### config.mk
export PLATFORM = sky130hd
export DESIGN_NAME = param_fifo
export DESIGN_NICKNAME = d
export VERILOG_FILES = /design/src/rtl/param_fifo.sv
export SDC_FILE = /design/constraint.sdc
export NUM_CORES = 1
export LEC_CHECK = 0
export CORE_MARGIN = 2
export CORE_UTILIZATION = 35
export DETAILED_ROUTE_END_ITERATION = 10
export PLACE_DENSITY = 0.52
export SLEW_MARGIN = 15
export SYNTH_ARGS = -nofsm -noshare
export SYNTH_HDL_FRONTEND = slang
export SYNTH_SLANG_ARGS = --single-unit
### constraint.sdc
create_clock -name clk -period 6.09 [get_ports clk]
set_input_delay 1.218 -clock clk [delete_from_list [all_inputs] [get_ports clk]]
set_output_delay 1.218 -clock clk [all_outputs]
set_load 0.02 [all_outputs]
### src/rtl/param_fifo.sv
// param_fifo: single-clock synchronous FIFO with a registered read port.
// Pointers carry an extra wrap bit, so full and empty can be told apart
// without a separate occupancy counter. The storage array has no reset.
module param_fifo #(
    parameter int FIFO_DEPTH = 8,
    parameter int FIFO_WIDTH = 32,
    parameter int AF_THRESH  = FIFO_DEPTH - 2,
    parameter int AE_THRESH  = 2
) (
    input  logic                           clk,
    input  logic                           reset,
    input  logic                           flush,
    input  logic                           push,
    input  logic                           pop,
    input  logic [FIFO_WIDTH-1:0]          data_in,
    output logic [FIFO_WIDTH-1:0]          data_out,
    output logic                           data_valid,
    output logic                           fifo_full,
    output logic                           fifo_empty,
    output logic                           almost_full,
    output logic                           almost_empty,
    output logic [$clog2(FIFO_DEPTH):0]    fill_count,
    output logic                           overflow,
    output logic                           underflow
);

    localparam int AW = $clog2(FIFO_DEPTH);

    // Thresholds and the pointer step, sized to the pointer width so every
    // compare and add below is width-matched.
    localparam logic [AW:0] AF_LVL  = AF_THRESH[AW:0];
    localparam logic [AW:0] AE_LVL  = AE_THRESH[AW:0];
    localparam logic [AW:0] PTR_ONE = {{AW{1'b0}}, 1'b1};

    logic [FIFO_WIDTH-1:0] mem [FIFO_DEPTH];
    logic [AW:0]           wr_ptr;
    logic [AW:0]           rd_ptr;
    logic                  push_ok;
    logic                  pop_ok;

    // Acceptance uses the flags as they stand at the start of the cycle.
    // A flush overrides any push or pop in the same cycle.
    assign push_ok = push && !fifo_full  && !flush;
    assign pop_ok  = pop  && !fifo_empty && !flush;

    // Occupancy flags depend only on the registered pointers, so no input
    // reaches an output through combinational logic.
    always_comb begin
        fill_count   = wr_ptr - rd_ptr;
        fifo_empty   = (wr_ptr == rd_ptr);
        fifo_full    = (wr_ptr[AW] != rd_ptr[AW]) &&
                       (wr_ptr[AW-1:0] == rd_ptr[AW-1:0]);
        almost_full  = (fill_count >= AF_LVL);
        almost_empty = (fill_count <= AE_LVL);
    end

    // Storage write; contents are not cleared by reset or flush.
    always_ff @(posedge clk) begin
        if (push_ok) begin
            mem[wr_ptr[AW-1:0]] <= data_in;
        end
    end

    // Pointers, read register and sticky error flags. A flush does not
    // touch data_out or the sticky flags, and cannot set the error flags.
    always_ff @(posedge clk or negedge reset) begin
        if (!reset) begin
            wr_ptr     <= '0;
            rd_ptr     <= '0;
            data_out   <= '0;
            data_valid <= 1'b0;
            overflow   <= 1'b0;
            underflow  <= 1'b0;
        end else if (flush) begin
            wr_ptr     <= '0;
            rd_ptr     <= '0;
            data_valid <= 1'b0;
        end else begin
            if (push_ok) begin
                wr_ptr <= wr_ptr + PTR_ONE;
            end
            if (pop_ok) begin
                rd_ptr   <= rd_ptr + PTR_ONE;
                data_out <= mem[rd_ptr[AW-1:0]];
            end
            data_valid <= pop_ok;
            if (push && fifo_full) begin
                overflow <= 1'b1;
            end
            if (pop && fifo_empty) begin
                underflow <= 1'b1;
            end
        end
    end

endmodule

==> impl_metrics.py, run 1 <==
metrics = {
    "synthesis": {
        "ys_seq_elements": 299,
        "ys.flop_type": "edfxtp_1",
        "postSynthAreaPerCell_sq_um": 20.6,
        "syn_inst": 558,
        "ys_seq_area_frac": 0.762,
        "synth_top_area_cell": "edfxtp_1",
        "ys_async_sr_fraction": 0.144,
        "synthTopCellsByArea": "edfxtp_1 (67%), mux4_2 (12%), dfrtp_1 (9.4%), mux2i_1 (3.0%), o21ai_1 (1.5%)",
        "synth-edff-count": 256,
        "yosys_warnings": 0,
        "ys_top_cells_by_count": "edfxtp_1 (256), mux4_2 (61), dfrtp_1 (43)",
        "syn_nets": 601,
        "synth.most_common_cell": "edfxtp_1",
        "netlist_area_sq_um": 11500,
        "ys_types": 38,
        "synth_top_area_frac": 0.669,
    },
    "drt": {
        "highest_layer": "met4",
        "dr.pass1.iters": 4,
        "wl_met1_mm": 9.63,
        "drt_iter0_drc": 248,
        "routed-wl-met3_microns": 862,
        "drc": 0,
        "vias": 5284,
        "ant_nets": 0,
        "wire_per_inst_microns": 19.7,
        "wl_mm": 22.0,
        "via_per_inst": 4.72,
        "wl_met2_mm": 11.2,
    },
    "die": {
        "die_w_microns": 185,
        "die_area_sq_um": 34300,
        "core-area_sq_um": 32500,
        "fp.dieH_microns": 185,
        "initial_core_util": 0.354,
        "rows": 66,
        "ioPinCount": 80,
    },
    "cts": {
        "clock_latency_ns": 0.55,
        "cts_hold_buffers": 0,
        "clk_pin_slew_worst_paths_ns": 0.06,
        "clk_path_buf_depth": 3,
        "cts_buffers": 31,
        "cts_resized": 0,
        "root_buffer": "clkbuf_16",
        "clock-sinks": 299,
        "cts_tree": "built",
        "cts-htree-levels": 1,
        "postCtsSetupRepairBufs": 0,
    },
    "power": {
        "leakage_nw": 4.47,
        "max-vdd-ir-drop_mv": 0.208,
        "p_per_area_nw_per_um2": 363,
    },
    "final_layout": {
        "syn2layout_area_growth_pct": 19.4,
        "nNetsFinal": 696,
        "final_core_util": 0.423,
        "final.fill_count": 2813,
        "antenna_cells": 0,
        "layout-drive-gt1-share": 0.198,
    },
    "run_status": {
        "status": "finished, final reports clean",
    },
    "critical_path": {
        "timing.rr.end": "mem[5][30]",
        "cp_data_required_time_ns": 4.87,
        "end_kind": "output port",
        "crit_path_start_kind": "flop",
        "worst_ep_arrival_time_ns": 3.14,
        "path_max_fanout": 36,
        "r2r_cells": 7,
        "critPathKind": "flop to output port",
        "reg2reg_slack_ns": 2.52,
        "reg2reg_from": "rd_ptr[1]",
    },
    "global_route": {
        "grt_antenna_before_repair": 0,
        "grt_pass1_wl_mm": 34.2,
        "track_usage": 0.132,
        "overflow": 0,
        "grt_start_max_net_pins": 66,
        "grt_pass1_vias": 5819,
    },
    "timing": {
        "period_share": 0.716,
        "fin_crit_ns": 4.36,
        "finalSetupViolCount": 0,
        "finalClockSkew_ns": 0.00797,
        "worstMarginPinSlew_ns": 1.11,
        "max_freq_mhz": 229,
        "rsz0062_at_grt": "false",
        "tns_ns": 0,
        "maxSlewHeadroom": 0.253,
        "hold_viol": 0,
        "finalMaxSlewViolations": 0,
    },
    "min_path": {
        "min_from": "data_out[15]",
        "holdPathStages": 2,
        "whs_endpoint": "data_out[15]",
        "hold_class": "flop to flop",
    },
    "placed_design": {
        "gp_congestion": 0.725,
        "io_buffers": 79,
        "hpwl_mm": 12.4,
    },
    "flow_run": {
        "maxCapViolCount": 0,
    },
}
-- state kept, by name (all words and copies together), names as in the netlist --
register,flops
wr_ptr,4
overflow,1
underflow,1
mem,256
data_out,32
data_valid,1
rd_ptr,4
-- placed cells by master, fill, tap and decap left out, types with 3 or more instances in the layout --
master and n:
edfxtp_1 256, clkdlybuf4s50_1 78, mux4_2 61, dfrtp_1 40
nand2_1 35, o21ai_1 34, mux2i_1 34, clkbuf_16 31
nor2_1 13, inv_1 9, clkinv_2 9, buf_4 8
clkbuf_1 6, ha_1 5, clkinv_1 5, and3_2 4
o21ai_0 3, a21oi_1 3, xnor2_1 3, nor3_2 3
o211ai_1 3, xor2_1 3, mux4_1 3, bufinv_16 3
-- logic make-up (layout without fill, tap and decap cells) --
family | count (synthesis) | after routing | share of synthesized area
buf+inv | 37 | 156 | 0.0221
fa+ha+maj | 6 | 6 | 0.00718
compound gates | 47 | 47 | 0.0223
simple gates | 64 | 64 | 0.0242
xor+xnor | 7 | 7 | 0.00599
mux | 98 | 98 | 0.156
flops | 299 | 299 | 0.762
-- worst max-delay path by stage --
stage	cells after the start	endpoint	start
4_1_cts	7	almost_empty	rd_ptr[1]
3_5_place_dp	7	almost_full	rd_ptr[1]
5_1_grt	7	almost_empty	rd_ptr[1]
2_1_floorplan	8	mem[5][0]	rd_ptr[2]
3_3_place_gp	7	almost_empty	rd_ptr[1]
6_report	7	almost_empty	rd_ptr[1]
-- cell type report --
| cell class | instances | area (sq um) | share of cell area |
|---|---|---|---|
| Clock buffer | 37 | 798 | 0.0581 |
| Clock inverter | 20 | 178 | 0.0129 |
| Inverter | 10 | 37.5 | 0.00273 |
| Multi-Input combinational cell | 222 | 2510 | 0.183 |
| Sequential cell | 299 | 8770 | 0.639 |
| Tap cell | 442 | 553 | 0.0403 |
| Timing Repair Buffer | 89 | 886 | 0.0645 |
-- metal layers --
layer	up-vias	track usage
li1	2430	-
met1	2745	0.169
met2	79	0.234
met3	30	0.0238
met4	0	0.0311
met5	-	0
-- where the power goes --
group / internal, mW / switching, mW
Combinational: 0.363 / 0.404
Sequential: 2.35 / 0.0710
Clock: 1.06 / 0.744
-- per-stage QoR --
step / area, sq um / total power [mW] / hold slack (ns) / setup slack [ns] / cells
after floorplan: 11500 / 2.89 / 0.549 / 1.70 / 558
after global placement: 12700 / 3.24 / 0.455 / 2.27 / 1062
after detailed placement: 12700 / 3.25 / 0.477 / 2.24 / 1062
after CTS: 13700 / 5.06 / 0.491 / 1.64 / 1119
after global routing: 13700 / 5.22 / 0.508 / 1.49 / 1119
final: 13700 / 4.99 / 0.481 / 1.73 / 1119
-- worst max-delay path, stage by stage, from the launching register on --
cell and delay [ns]:
dfrtp_4 0.89, inv_1 0.12, ha_1 0.31, nor2b_1 0.13, o21ai_0 0.19, and3_1 0.23, o21a_1 0.12, clkdlybuf4s50_1 0.60
Power figures use the tool's default switching activity.
==> run 2, diff against run 1 <==
==> constraint.sdc (replaced) <==
create_clock -name clk -period 4.4 [get_ports clk]
set_input_delay 0.88 -clock clk [delete_from_list [all_inputs] [get_ports clk]]
set_output_delay 0.88 -clock clk [all_outputs]
set_load 0.02 [all_outputs]
==> run 2 against run 1 <==
First-iteration DRC count up 50%. Worst setup slack worse by 0.98 ns. Sequential share of layout area about the same. Power up 38%. Sequential power up 38%. Clock-buffer cell count up 4. Die area unchanged. Non-clock buffer count up 5. Critical path depth down 1. Clock skew down 0.0019 ns. Final cell count up 0.45%. Sequential cell count unchanged.
==> impl_metrics.py, run 2 (synthesized netlist as in run 1, its figures left out) <==
metrics = {
    "critical_path": {
        "end_kind": "output port",
        "reg2reg_slack_ns": 1.61,
        "worst_ep_arrival_time_ns": 2.77,
        "path_max_fanout": 9,
        "r2r_cells": 5,
        "path_cells": "inv_1 > fa_1 > xnor2_1 > nand2_1 > o21ai_0 > clkdlybuf4s50_1",
        "critPathKind": "flop to output port",
        "crit_slowest_cell": "clkdlybuf4s50_1",
        "timing.rr.end": "data_out[8]",
        "reg2reg_from": "rd_ptr[1]",
        "crit_family": "buffers and inverters",
        "max_stage_delay_ns": 0.63,
        "crit_path_start_kind": "flop",
        "crit_buf_inv": 2,
        "cp_data_required_time_ns": 3.52,
    },
    "flow_run": {
        "maxCapViolCount": 0,
    },
    "timing": {
        "tns_ns": 0,
        "hold_viol": 0,
        "maxSlewHeadroom": 0.330,
        "worstMarginPinSlew_ns": 1.00,
        "fin_crit_ns": 3.65,
        "setup_slack_ns": 0.751,
        "finalMaxSlewViolations": 0,
        "finalClockSkew_ns": 0.00606,
        "period_share": 0.829,
        "max_freq_mhz": 274,
        "rsz0062_at_grt": "false",
        "finalSetupViolCount": 0,
    },
    "die": {
        "fp.dieH_microns": 185,
        "initial_core_util": 0.354,
        "die_area_sq_um": 34300,
        "ioPinCount": 80,
        "core-area_sq_um": 32500,
        "die_w_microns": 185,
        "rows": 66,
    },
    "global_route": {
        "grt_pass1_vias": 5985,
        "grt_antenna_before_repair": 0,
        "track_usage": 0.137,
        "grt_pass1_wl_mm": 35.2,
        "overflow": 0,
        "grt_start_max_net_pins": 66,
    },
    "final_layout": {
        "layout_commonest_cell": "edfxtp_1",
        "antenna_cells": 0,
        "multi_input_area_sq_um": 2500,
        "largest_register_ffs": 256,
        "final_cell_mix": "edfxtp_1 (256), clkdlybuf4s50_1 (78), mux4_2 (61)",
        "layout-drive-gt1-share": 0.210,
        "syn2layout_area_growth_pct": 19.5,
        "nNetsFinal": 701,
        "seqCellArea_sq_um": 8770,
        "final.fill_count": 2833,
    },
    "min_path": {
        "hold_class": "primary input to async pin",
    },
    "power": {
        "p_per_area_nw_per_um2": 502,
        "max-vdd-ir-drop_mv": 0.327,
        "leakage_nw": 4.50,
    },
    "drt": {
        "dr.pass1.iters": 4,
        "vias": 5422,
        "drc": 0,
        "ant_nets": 0,
        "wl_mm": 22.9,
        "drt_iter0_drc": 371,
        "via_per_inst": 4.82,
        "wire_per_inst_microns": 20.4,
    },
    "cts": {
        "clock-sinks": 299,
        "cts_resized": 0,
        "root_buffer": "clkbuf_16",
        "clk_path_buf_depth": 3,
        "cts_hold_buffers": 0,
        "clk_pin_slew_worst_paths_ns": 0.06,
        "clock_latency_ns": 0.54,
        "postCtsSetupRepairBufs": 0,
        "cts-htree-levels": 1,
        "cts_tree": "built",
        "cts_buffers": 31,
    },
    "placed_design": {
        "pre_cts_slack_ns": 1.30,
        "gp_congestion": 0.704,
        "hpwl_mm": 12.6,
        "io_buffers": 79,
    },
    "run_status": {
        "status": "finished, final reports clean",
    },
}
==> run 2: cell count changes in the layout (fill, tap and decap cells not counted), moves of 2 or more <==
cell	before	now
buf_12	2	0
buf_4	8	15
bufinv_16	3	1
clkbuf_8	0	5
clkinv_1	5	2
clkinv_2	9	11
==> run 2: through the flow <==
step                hold slack (ns)  power (mW)  cells   util  area [sq um]
floorplan                     0.549        4.00    558      -         11500
global placement              0.455        4.49   1067  0.393         12800
detailed placement            0.461        4.50   1067  0.393         12800
CTS                           0.475        6.99   1124  0.423         13700
global route                  0.495        7.19   1124  0.423         13700
finish                        0.460        6.89   1124  0.423         13700
==> run 2: worst register-to-register path, cell delays in order (launching register included) <==
cell and delay [ns]:
dfrtp_4 0.43, buf_4 0.55, buf_4 0.71, mux4_2 0.61, mux2i_1 0.28, o21ai_1 0.09
==> run 2: cell type report <==
| class | instances | area share |
|---|---|---|
| Sequential cell | 299 | 0.639 |
| Multi-Input combinational cell | 222 | 0.182 |
| Timing Repair Buffer | 94 | 0.0654 |
| Clock buffer | 41 | 0.0629 |
| Tap cell | 442 | 0.0403 |
| Clock inverter | 16 | 0.00793 |
| Inverter | 10 | 0.00273 |
==> run 2: power breakdown <==
| part | leakage, nW | switching (mW) | internal [mW] |
|---|---|---|---|
| registers | 2.85 | 0.0833 | 3.25 |
| clock network | 0.488 | 1.04 | 1.43 |
| logic | 1.16 | 0.579 | 0.505 |
==> run 2: routing by layer <==
layer | vias up | GRT usage | part of all wire
li1 | 2438 | - | -
met2 | 89 | 0.237 | 0.50
met3 | 25 | 0.0210 | 0.037
met5 | - | 0 | 0
met4 | 0 | 0.0349 | 0.017
met1 | 2870 | 0.181 | 0.45
==> run 2: how the worst max path moves through the flow <==
stage	start	endpoint	depth (start not counted)
2_1_floorplan	rd_ptr[2]	mem[5][0]	8
3_3_place_gp	wr_ptr[1]	almost_full	6
3_5_place_dp	wr_ptr[1]	almost_full	6
4_1_cts	wr_ptr[1]	almost_full	6
5_1_grt	wr_ptr[1]	almost_full	6
6_report	wr_ptr[1]	almost_full	6
